File: config.mk
export PLATFORM = sky130hd
export DESIGN_NAME = mem_arbiter
export DESIGN_NICKNAME = d
export VERILOG_FILES = /design/src/rtl/mem_arbiter.sv
export SDC_FILE = /design/constraint.sdc
export NUM_CORES = 1
export LEC_CHECK = 0
export CELL_PAD_IN_SITES_DETAIL_PLACEMENT = 0
export CELL_PAD_IN_SITES_GLOBAL_PLACEMENT = 1
export CORE_MARGIN = 2
export CORE_UTILIZATION = 37
export DETAILED_ROUTE_END_ITERATION = 10
export GPL_TIMING_DRIVEN = 0
export PLACE_DENSITY_LB_ADDON = 0.1
export SYNTH_ARGS = -nofsm -noshare
export SYNTH_HDL_FRONTEND = slang
export SYNTH_SLANG_ARGS = --single-unit
File: constraint.sdc
create_clock -name clk -period 7.1 [get_ports clk]
set_input_delay 2.13 -clock clk [delete_from_list [all_inputs] [get_ports clk]]
set_output_delay 2.13 -clock clk [all_outputs]
set_load 0.05 [all_outputs]
File: src/rtl/mem_arbiter.sv
// Two-requester arbiter in front of an 8-bit synchronous RAM port.
// MEM stage has priority over IF; every access is split into little-endian byte transfers.
module mem_arbiter #(
    parameter int unsigned ADDR_WIDTH = 32
) (
    input  logic                  clk,
    input  logic                  rst,
    input  logic                  if_re_i,
    input  logic [ADDR_WIDTH-1:0] if_addr_i,
    output logic [31:0]           if_data_o,
    output logic                  if_done_o,
    input  logic [1:0]            mem_re_i,
    input  logic                  mem_rsign_i,
    input  logic [1:0]            mem_we_i,
    input  logic [ADDR_WIDTH-1:0] mem_addr_i,
    input  logic [31:0]           mem_wdata_i,
    output logic [31:0]           mem_data_o,
    output logic                  mem_done_o,
    output logic                  busy_o,
    output logic [ADDR_WIDTH-1:0] ram_addr_o,
    output logic                  ram_wr_o,
    output logic [7:0]            ram_dout_o,
    input  logic [7:0]            ram_din_i
);

    typedef enum logic [1:0] {IDLE, RD, WR, FIN} state_t;

    state_t      state;
    logic        is_mem;
    logic        rsign;
    logic [2:0]  nbytes;
    logic [2:0]  cnt;
    logic [23:0] rbuf;
    logic [23:0] wbuf;
    logic        mem_wr_req;
    logic        mem_rd_req;
    logic [31:0] rd_word;

    // Size code 01/10/11 maps to 1/2/4 bytes.
    function automatic logic [2:0] size_bytes(input logic [1:0] code);
        case (code)
            2'b01:   return 3'd1;
            2'b10:   return 3'd2;
            2'b11:   return 3'd4;
            default: return 3'd0;
        endcase
    endfunction

    assign mem_wr_req = (mem_we_i != 2'b00);
    assign mem_rd_req = (mem_re_i != 2'b00);
    assign busy_o     = (state == RD) || (state == WR);

    // Final load value: the last lane comes straight from the RAM this cycle.
    always_comb begin
        rd_word = {ram_din_i, rbuf};
        case (nbytes)
            3'd1:    rd_word = {{24{rsign & ram_din_i[7]}}, ram_din_i};
            3'd2:    rd_word = {{16{rsign & ram_din_i[7]}}, ram_din_i, rbuf[7:0]};
            default: rd_word = {ram_din_i, rbuf};
        endcase
    end

    always_ff @(posedge clk or posedge rst) begin
        if (rst) begin
            state      <= IDLE;
            is_mem     <= 1'b0;
            rsign      <= 1'b0;
            nbytes     <= 3'd0;
            cnt        <= 3'd0;
            rbuf       <= 24'h0;
            wbuf       <= 24'h0;
            if_data_o  <= 32'h0;
            if_done_o  <= 1'b0;
            mem_data_o <= 32'h0;
            mem_done_o <= 1'b0;
            ram_addr_o <= '0;
            ram_wr_o   <= 1'b0;
            ram_dout_o <= 8'h0;
        end else begin
            if_done_o  <= 1'b0;
            mem_done_o <= 1'b0;
            case (state)
                IDLE: begin
                    cnt <= 3'd0;
                    if (mem_wr_req) begin
                        // A store wins over a simultaneous load request.
                        is_mem     <= 1'b1;
                        rsign      <= 1'b0;
                        nbytes     <= size_bytes(mem_we_i);
                        ram_addr_o <= mem_addr_i;
                        ram_wr_o   <= 1'b1;
                        ram_dout_o <= mem_wdata_i[7:0];
                        wbuf       <= mem_wdata_i[31:8];
                        state      <= WR;
                    end else if (mem_rd_req) begin
                        is_mem     <= 1'b1;
                        rsign      <= mem_rsign_i;
                        nbytes     <= size_bytes(mem_re_i);
                        ram_addr_o <= mem_addr_i;
                        state      <= RD;
                    end else if (if_re_i) begin
                        is_mem     <= 1'b0;
                        rsign      <= 1'b0;
                        nbytes     <= 3'd4;
                        ram_addr_o <= if_addr_i;
                        state      <= RD;
                    end
                end
                RD: begin
                    // cnt counts addresses issued; data for address cnt-1 is on ram_din_i now.
                    if (cnt == nbytes) begin
                        if (is_mem) begin
                            mem_data_o <= rd_word;
                            mem_done_o <= 1'b1;
                        end else begin
                            if_data_o <= rd_word;
                            if_done_o <= 1'b1;
                        end
                        state <= FIN;
                    end else begin
                        case (cnt)
                            3'd1:    rbuf[7:0]   <= ram_din_i;
                            3'd2:    rbuf[15:8]  <= ram_din_i;
                            3'd3:    rbuf[23:16] <= ram_din_i;
                            default: ;
                        endcase
                        if (cnt < nbytes - 3'd1) begin
                            ram_addr_o <= ram_addr_o + ADDR_WIDTH'(1);
                        end
                        cnt <= cnt + 3'd1;
                    end
                end
                WR: begin
                    if (cnt == nbytes - 3'd1) begin
                        ram_wr_o   <= 1'b0;
                        mem_done_o <= 1'b1;
                        state      <= FIN;
                    end else begin
                        ram_addr_o <= ram_addr_o + ADDR_WIDTH'(1);
                        ram_dout_o <= wbuf[7:0];
                        wbuf       <= {8'h00, wbuf[23:8]};
                        cnt        <= cnt + 3'd1;
                    end
                end
                // Done pulse cycle; nothing is accepted so a held request is not re-taken.
                FIN: begin
                    state <= IDLE;
                end
                default: begin
                    state <= IDLE;
                end
            endcase
        end
    end

endmodule
==> metrics.log <==
INFO  metric cells_after_synth = 874
INFO  metric antenna_cells_inserted = 0
INFO  metric synth_area_leaders = sky130_fd_sc_hd__dfrtp_1, sky130_fd_sc_hd__a21oi_1, sky130_fd_sc_hd__nand2_1
INFO  metric final.fill_count = 2068
INFO  metric drc = 0
INFO  metric floorplan.initialDensity = 37.9%
INFO  metric drt-pass1-iter-count = 5
INFO  metric clkSinkCount = 165
INFO  metric die_area = 23700 um^2
INFO  metric cts.repair.resized = 0
INFO  metric combinational_family_with_the_most_area_after_synthesis = simple AND/OR/NAND/NOR gates
INFO  metric clkTransAtPathRegs = 0.07 ns
INFO  metric totalPowerFinal = 6.63 mW
INFO  metric synth_adder_area_share = 2.86%
INFO  metric synth_async_sr_flop_share = 100%
INFO  metric critical_path_rt = 7.41 ns
INFO  metric largest_net_degree_at_the_start_of_global_routing = 89
INFO  metric route.antenna.remaining_nets = 0
INFO  metric core = 22000 um^2
INFO  metric critical_path_class = in2reg
INFO  metric timing.final.hold_violations = 0
INFO  metric clkLatencyLatePin = 0.43 ns
INFO  metric total_routed_wirelength = 25.7 mm
INFO  metric max-cap-violations = 0
INFO  metric synth_top_flop_cell = sky130_fd_sc_hd__dfrtp_1
INFO  metric hold_path_depth = 2
INFO  metric synth-warning-count = 0
INFO  metric setup_violations = 0
INFO  metric grtUsageMet2 = 36.4%
INFO  metric io_pins = 220
INFO  metric ys_types = 59
INFO  metric die-width = 154 um
INFO  metric globalRouteTotalUtil = 21.9%
INFO  metric antenna_found_initial = 0
INFO  metric post-route-cell-area = 11500 um^2
INFO  metric yosys.area_share.simple = 19.0%
INFO  metric status = complete, no violations
INFO  metric yosys-mux-area-fraction = 7.74%
INFO  metric ir_drop = 0.232 mV
INFO  metric synth_compound_area_share = 16.2%
INFO  metric route.detailed.wl_per_inst = 18.3 um
INFO  metric synthMostInstantiatedCell = sky130_fd_sc_hd__dfrtp_1
INFO  metric sequential_cell_area_fraction_in_the_yosys_report = 49.6%
INFO  metric met1_usage = 28.7%
INFO  metric synthToLayoutAreaGrowth = 37.9%
INFO  metric synth-xor-area-share = 0.496%
INFO  metric grt_pass1_vias = 7390
INFO  metric nets = 1244
INFO  metric worst-slew-pin-transition = 1.14 ns
INFO  metric yosysTopAreaCellShare = 49.6%
INFO  metric clock-root-buffer = sky130_fd_sc_hd__clkbuf_16
INFO  metric detailedPlacementHpwl = 18.8 mm
INFO  metric power_leakage = 4.81 nW
INFO  metric final.period_utilization = 60.6%
INFO  metric synth.top_cells.by_count = sky130_fd_sc_hd__dfrtp_1, sky130_fd_sc_hd__nand2_1, sky130_fd_sc_hd__a21oi_1
INFO  metric tritoncts = done
INFO  metric initialDrtViolationCount = 378
INFO  metric path_max_fanout = 10
INFO  metric synth_nets = 1005
INFO  metric fmaxAchievable = 232 MHz
INFO  metric grt_most_used_layer = met2
INFO  metric placed_cells = 1374
INFO  metric yosys_register_bits = 165
INFO  metric cts-buffers-inserted = 17
INFO  metric yosys.area.top_type = sky130_fd_sc_hd__dfrtp_1
INFO  metric arrival = 4.62 ns
INFO  metric post_drt_via_cell_ratio = 5.29
INFO  metric grt_first_pass_wirelength = 40.7 mm
INFO  metric combined_flip_flop_and_latch_cell_area = 4130 um^2
INFO  metric slew_headroom = 23.5%
INFO  metric cts-root-to-sink-buffers = 2
INFO  metric timing.reg2reg.worst_path_depth = 10
INFO  metric gpl.final_weighted_congestion = 0.860
INFO  metric hp-class = reg2reg
INFO  metric synth_area_per_cell = 9.53 um^2
INFO  metric post_layout_nonfiller_instances = 1406
INFO  metric drive_gt1_share = 7.99%
INFO  metric synth-edff-count = 0
INFO  metric globalRouteOverflowTotal = 0
INFO  metric setup_repair_after_global_routing_missed_its_margin = false
INFO  metric post-route-min-period = 4.30 ns
INFO  metric fin_hold_ws = 0.478 ns
INFO  metric startpoint_type = input pin
INFO  metric total_number_of_h_tree_levels = 4
INFO  metric grtUsageMet3 = 4.90%
INFO  metric post_synth_instance_area = 8330 um^2
INFO  metric cell_area_after_placement = 10900 um^2
INFO  metric hold_buffers = 0
INFO  metric routed-via-count = 7441
INFO  metric clock_skew = 0.0166 ns
INFO  metric multi_input_area = 3850 um^2
INFO  metric post-cts-setup-buffer-count = 0
INFO  metric rows = 54
INFO  metric type_of_element_capturing_the_critical_path = register
INFO  metric power_per_cell_area = 578 nW/um^2
INFO  metric final_max_slew_viol_count = 0
INFO  metric die-height = 154 um
INFO  metric buffer_ports.inserted = 219
-- layout make-up --
type / instances / share of cell area [%]
Inverter: 24 / 0.850
Clock inverter: 14 / 1.19
Tap cell: 280 / 3.05
Sequential cell: 165 / 36.0
Clock buffer: 18 / 3.83
Timing Repair Buffer: 220 / 19.3
Multi-Input combinational cell: 626 / 33.6
Buffer: 59 / 2.19
-- sequential cells by signal, summed over array words and instances, names as in the netlist --
| register | flops |
|---|---|
| is_mem | 1 |
| if_done_o | 1 |
| ram_wr_o | 1 |
| state | 2 |
| mem_data_o | 32 |
| wbuf | 24 |
| ram_dout_o | 8 |
| ram_addr_o | 32 |
| cnt | 3 |
| if_data_o | 32 |
| rbuf | 24 |
| mem_done_o | 1 |
| nbytes | 3 |
| rsign | 1 |
-- metrics by stage --
| step | setup WS (ns) | util [%] | TNS [ns] |
|---|---|---|---|
| 2_1_floorplan | 0.508 | - | 0 |
| 3_3_place_gp | -2.06 | 49.5 | -335.57 |
| 3_5_place_dp | 2.36 | 49.7 | 0 |
| 4_1_cts | 2.80 | 52.3 | 0 |
| 5_1_grt | 2.56 | 52.3 | 0 |
| 6_report | 2.80 | 52.3 | 0 |
-- metal layers --
metal	share of wire, %	vias to the layer above	wire length, um
met5	0	-	0
met4	1.9	0	486
met3	5.5	30	1410
met2	48	212	12500
met1	44	3602	11400
li1	-	3597	-
-- report_power, final --
| group | internal [mW] | switching (mW) |
|---|---|---|
| clock network | 0.476 | 0.431 |
| registers | 1.42 | 0.369 |
| logic | 1.39 | 2.55 |
-- worst max-delay path, stage by stage --
cell                              delay (ns)
sky130_fd_sc_hd__clkdlybuf4s50_1        0.49
sky130_fd_sc_hd__inv_1                  0.07
sky130_fd_sc_hd__ha_1                   0.22
sky130_fd_sc_hd__or3b_1                 0.16
sky130_fd_sc_hd__buf_4                  0.22
sky130_fd_sc_hd__nor3b_4                0.09
sky130_fd_sc_hd__nor4_1                 0.29
sky130_fd_sc_hd__clkbuf_1               0.55
sky130_fd_sc_hd__nand3_1                0.21
sky130_fd_sc_hd__o221a_2                0.18
-- final timing paths --
check                               start  slack (ns)             end
max                           mem_re_i[0]        2.80  ram_addr_o[24]
min                        mem_data_o[27]        0.48  mem_data_o[27]
max reg2reg                     nbytes[1]        4.03  ram_addr_o[24]
min reg2reg                mem_data_o[27]        0.48  mem_data_o[27]
max in group asynchronous             rst        4.09   ram_dout_o[4]
min in group asynchronous             rst        2.16   if_data_o[22]
-- kinds of logic after synthesis --
kind of cell / Yosys count
adders and majority gates: 19
xor gates and xnor gates: 3
buffers and inverters: 83
and+or+nand+nor: 324
AOI/OAI and AO/OA: 219
muxes: 61
DFF: 165
-- cells in the final DEF (no fill, tap or decap), types with 10 or more instances in the layout --
cell type                         netlist  routed
sky130_fd_sc_hd__nor4_1                10      10
sky130_fd_sc_hd__nor3_1                16      16
sky130_fd_sc_hd__a21oi_1               93      93
sky130_fd_sc_hd__mux2_2                27      27
sky130_fd_sc_hd__o21ai_0               57      57
sky130_fd_sc_hd__mux2i_1               34      34
sky130_fd_sc_hd__inv_1                 23      22
sky130_fd_sc_hd__nor2_1                79      79
sky130_fd_sc_hd__dfrtp_1              165     165
sky130_fd_sc_hd__a221oi_1              10      10
sky130_fd_sc_hd__and3_1                25      25
sky130_fd_sc_hd__nand2_1              111     111
sky130_fd_sc_hd__clkbuf_1              47      47
sky130_fd_sc_hd__ha_1                  19      19
sky130_fd_sc_hd__and4_1                13      13
sky130_fd_sc_hd__clkdlybuf4s50_1        0     219
sky130_fd_sc_hd__nand3_1               23      23
sky130_fd_sc_hd__nand2b_1              11      11
sky130_fd_sc_hd__nand4_1               13      13
sky130_fd_sc_hd__clkbuf_16              0      17
(Power assumes the default switching activity.)
==> edit 1 (same flow settings) <==
Register the input `mem_addr_i` before use, without a reset. The logic sees it one clock later. The other inputs are not delayed to match.
--- a/src/rtl/mem_arbiter.sv
+++ b/src/rtl/mem_arbiter.sv
@@ -26,2 +26,8 @@
     typedef enum logic [1:0] {IDLE, RD, WR, FIN} state_t;
+
+    logic [ADDR_WIDTH-1:0] mem_addr_q;
+
+    always_ff @(posedge clk) begin
+        mem_addr_q <= mem_addr_i;
+    end
 
@@ -89,3 +95,3 @@
                         nbytes     <= size_bytes(mem_we_i);
-                        ram_addr_o <= mem_addr_i;
+                        ram_addr_o <= mem_addr_q;
                         ram_wr_o   <= 1'b1;
@@ -98,3 +104,3 @@
                         nbytes     <= size_bytes(mem_re_i);
-                        ram_addr_o <= mem_addr_i;
+                        ram_addr_o <= mem_addr_q;
                         state      <= RD;
Formal check against the unedited RTL: not equivalent (a bounded check fails within 4 cycles, from zero or initial values and one cycle with rst high).
==> edit 1 against the unedited design <==
- global-route usage decreased by 0.67 points
- combinational power decreased by 3%
- final cell count increased by 4.6%
- final area increased by 6.6%
- wire length increased by 3.3%
- maximum frequency decreased by 0.85%
- critical path type unchanged
- power increased by 2.3%
- synthesized area increased by 8.0%
- sequential share of layout area increased by 3.0 points
- worst setup slack got worse by 0.037 ns
- sequential cell count increased by 32
- core utilization decreased by 1.5 points
==> edit 1: results (changes against the unedited design) <==
status: complete, no violations
placed cell area: 11600 um2 (+6.6%)
fraction of synthesized cell area in xor and xnor cells: 0.00459 (-0.000367)
Clock Tree Root: clkbuf_16
Power Combinational: 3.81 mW (-3%)
VDD IR-drop max: 0.239 mV (+3.1%)
Layout Cells excl Fill: 1471 (+4.6%)
HPWL Detailed: 19.2 mm (+2.2%)
Int Power: 3.47 mW (+5.8%)
sequential share of the synthesized area: 0.530 (+0.0345)
tap cells: 324 (+16%)
mux share of post-synthesis cell area: 0.0682 (-0.00921)
Filler cells: 2379 (+15%)
Placer Congestion: 0.803 (-6.6%)
Non-clock inverters: 13 (-46%)
Worst-path clk slew: 0.08 ns
vias in the first global route: 7451 (+0.83%)
syn nets: 1026 (+2.1%)
Post-CTS Setup Inserts: 0 (unchanged)
clk tree area frac: 0.0499 (-0.000234)
clk sinks: 197 (+19%)
top cells by area, synth: dfrtp_1 46%, dfxtp_1 7.1%, nand2_1 6.4%
measured slew at the worst slew-check pin: 0.773 ns (-0.364 ns)
Starting DRT DRC Count: 365 (-3.4%)
switching share of power: 0.488 (-0.0171)
fraction of the mapped netlist area in adder cells: 0.0264 (-0.00211)
slowest cell on the critical path: nor3b_2
layout cell share with drive strength beyond 1: 0.0811 (+0.00115)
part of the power in registers: 0.291 (+0.021)
Placement Setup Slack: 2.24 ns (-0.118 ns)
area occupied by multi-input gates: 3900 um2 (+1.1%)
storage element area: 4770 um2 (+16%)
initial antenna violation count: 0 (unchanged)
Yosys cell types: 63 (+6.8%)
first-pass GRT wire length: 42.6 mm (+4.7%)
asr flop ratio synth: 0.838 (-0.162)
commonest cells in the netlist: 165 x dfrtp_1, 153 x nand2_1, 68 x o21ai_0
number of non-clock buffers: 276 (-1.1%)
fin nets: 1265 (+1.7%)
Placed Cells: 1439 (+4.7%)
buffer levels on the longest clock path: 2 (unchanged)
hold crit path type: reg2reg
via count: 7562 (+1.6%)
Leak: 5.18 nW (+7.6%)
post-synthesis compound-gate area fraction: 0.143 (-0.0182)
CP peak stage delay: 0.65 ns (+0.10 ns)
Total GRT Usage: 0.212 (-0.00671)
Worst Skew: 0.0121 ns (-0.00445 ns)
Layout non-clock buf frac: 0.204 (-0.0115)
CTS Buf Count: 17 (unchanged)
Crit path max-delay family: simple AND/OR/NAND/NOR gates
largest net degree at the start of global routing: 94 (+5.6%)
#MultiIn Comb: 629 (+0.48%)
Avg Inst Size Synth: 10.0 um2 (+5.5%)
worst path arrival time: 4.69 ns (+0.07 ns)
total routed wirelength: 26.6 mm (+3.3%)
multi-input combinational area share: 0.319 (-0.0172)
-- edit 1: path summary, 6_finish.rpt --
kind,from,endpoint,slack (ns),cells past startpoint
worst max-delay path,mem_re_i[1],ram_addr_o[2],2.76,9
worst min-delay path,wbuf[23],wbuf[23],0.47,2
worst min register to register,wbuf[23],wbuf[23],0.47,2
max in group asynchronous,rst,wbuf[10],4.05,3
worst max register to register,nbytes[1],ram_addr_o[30],4.07,8
min in group asynchronous,rst,if_data_o[11],2.16,2
-- edit 1: routing by layer --
metal | vias to the layer above | global-route usage | share of wire
li1 | 3658 | - | -
met5 | - | 0 | 0
met1 | 3700 | 0.310 | 0.49
met2 | 194 | 0.324 | 0.45
met3 | 10 | 0.0491 | 0.052
met4 | 0 | 0.0422 | 0.0059
-- edit 1: cells by family after synthesis --
kind of cell | after synthesis
and+or+nand+nor | 344
AOI/OAI and AO/OA | 205
DFF | 197
buffers and inverters | 69
muxes | 58
adders and majority gates | 19
xor gates and xnor gates | 3
==> edit 2 (same settings) <==
Made on the original files. `ADDR_WIDTH`: 32 -> 64.
--- a/src/rtl/mem_arbiter.sv
+++ b/src/rtl/mem_arbiter.sv
@@ -3,3 +3,3 @@
 module mem_arbiter #(
-    parameter int unsigned ADDR_WIDTH = 32
+    parameter int unsigned ADDR_WIDTH = 64
 ) (
Ports: changed (resized if_addr_i, mem_addr_i and ram_addr_o); port bits go from 220 to 316. The function was not compared with the original's and may differ.
==> edit 2 against the unedited design <==
- clock power is 18% higher
- sequential share of layout area is 3.6 points lower
- register-to-register slack worse by 0.65 ns
- global-route usage is 3.1 points higher
- wire length is 51% higher
- sequential cell count is 32 higher
- hold slack better by 0.0032 ns
- synthesized area is 30% higher
- largest cell class is now multi-input combinational cells
- worst setup slack worse by 0.37 ns
- synthesized cell count is 39% higher
- die area is 29% higher
- power is 28% higher
- critical endpoint is now ram_addr_o[39]
- final area is 33% higher
- first-iteration DRC count is 68% higher
==> edit 2: results (changes against the unedited design) <==
Placer Congestion: 0.909 (+5.7%)
met3 wire len: 2.67 mm (+89%)
Worst Hold Path EP: wbuf[17]
#MultiIn Comb: 916 (+46%)
Layout area overhead: 40.8%
final hold slack: 0.481 ns (+0.00321 ns)
DR vias/cell: 5.34 (+0.99%)
ratio of final minimum period to clock period: 0.659 (+0.0525)
Worst-path clk slew: 0.10 ns (+0.03 ns)
Skew-Pair Late Insertion Delay: 0.46 ns (+0.03 ns)
multi-input combinational area share: 0.355 (+0.0194)
largest registers: ram_addr_o x64, if_data_o x32, mem_data_o x32
clk tree area frac: 0.0425 (-0.00763)
Yosys cell types: 57 (-3.4%)
clock buffers: 17 (-1)
Worst Reg-to-Reg Cells: 11 (+1)
first-pass GRT wire length: 59.1 mm (+45%)
top cells by area, synth: dfrtp_1 46%, mux2i_1 6.2%, nand2_1 5.9%
clk sinks: 197 (+19%)
placed cell area: 14600 um2 (+34%)
largest net degree at the start of global routing: 40 (-55%)
fraction of area in registers: 0.324 (-0.0358)
total routed wirelength: 38.9 mm (+51%)
Crit. Startpoint: mem_re_i[0]
mux share of post-synthesis cell area: 0.0881 (+0.0107)
Crit path max-delay family: simple AND/OR/NAND/NOR gates
VDD IR-drop max: 0.213 mV (-8.1%)
sequential share of the synthesized area: 0.456 (-0.0399)
slew margin rel.: 0.314 (+0.0785)
Hold Crit Start: wbuf[17]
fraction of synthesized cell area in xor and xnor cells: 0.00243 (-0.00253)
slowest cell on the critical path: nor2_2
commonest cells in the netlist: 197 x dfrtp_1, 169 x nand2_1, 161 x nor2_1
worst path arrival time: 5.02 ns (+0.40 ns)
wl on met1: 18.5 mm (+62%)
storage element area: 4930 um2 (+19%)
HPWL Detailed: 29.7 mm (+58%)
Placement Setup Slack: 2.01 ns (-0.351 ns)
Starting DRT DRC Count: 636 (+68%)
Total GRT Usage: 0.250 (+0.0311)
CP peak stage delay: 0.66 ns (+0.11 ns)
Non-clock inverters: 23 (-4.2%)
fin nets: 1749 (+41%)
routing usage on met3: 0.0574 (+0.00840)
layout cell share with drive strength beyond 1: 0.0766 (-0.00335)
syn nets: 1409 (+40%)
status: complete, no violations
Leak: 6.37 nW (+32%)
initial antenna violation count: 1 (+1)
post-synthesis compound-gate area fraction: 0.157 (-0.00442)
number of non-clock buffers: 399 (+43%)
met1 GRT Util: 0.356 (+0.0692)
fraction of the mapped netlist area in adder cells: 0.0220 (-0.00656)
Filler cells: 2745 (+33%)
Layout non-clock buf frac: 0.241 (+0.0253)
buffer levels on the longest clock path: 2 (unchanged)
last element of the critical path: ram_addr_o[39]
[edit 2: cell types whose count changed after synthesis, sizes merged, moves of 9 or more]
cell	before	now
nand2b	11	2
nand4	13	32
o21ai	58	95
nor2	79	162
mux2i	34	67
a221oi	11	29
dfrtp	165	197
nand3	23	64
nand2	111	171
o22ai	7	27
buf	10	35
[edit 2: stage by stage]
step	utilization	total power [mW]	std cells
floorplan	-	5.59	1214
global placement	0.503	7.37	1913
detailed placement	0.508	7.45	1919
CTS	0.530	8.54	1951
global route	0.530	9.03	1952
finish	0.530	8.51	1952
[edit 2: tightest hold or removal path, delay by kind of cell (launching register included)]
family        cells  cell delay, ns
simple gates      2            0.10
flops             1            0.36
[edit 2: power by group]
part / leakage (nW) / switching, mW / internal (mW)
Sequential: 2.28 / 0.549 / 1.69
Combinational: 3.78 / 3.41 / 1.78
Clock: 0.307 / 0.570 / 0.500
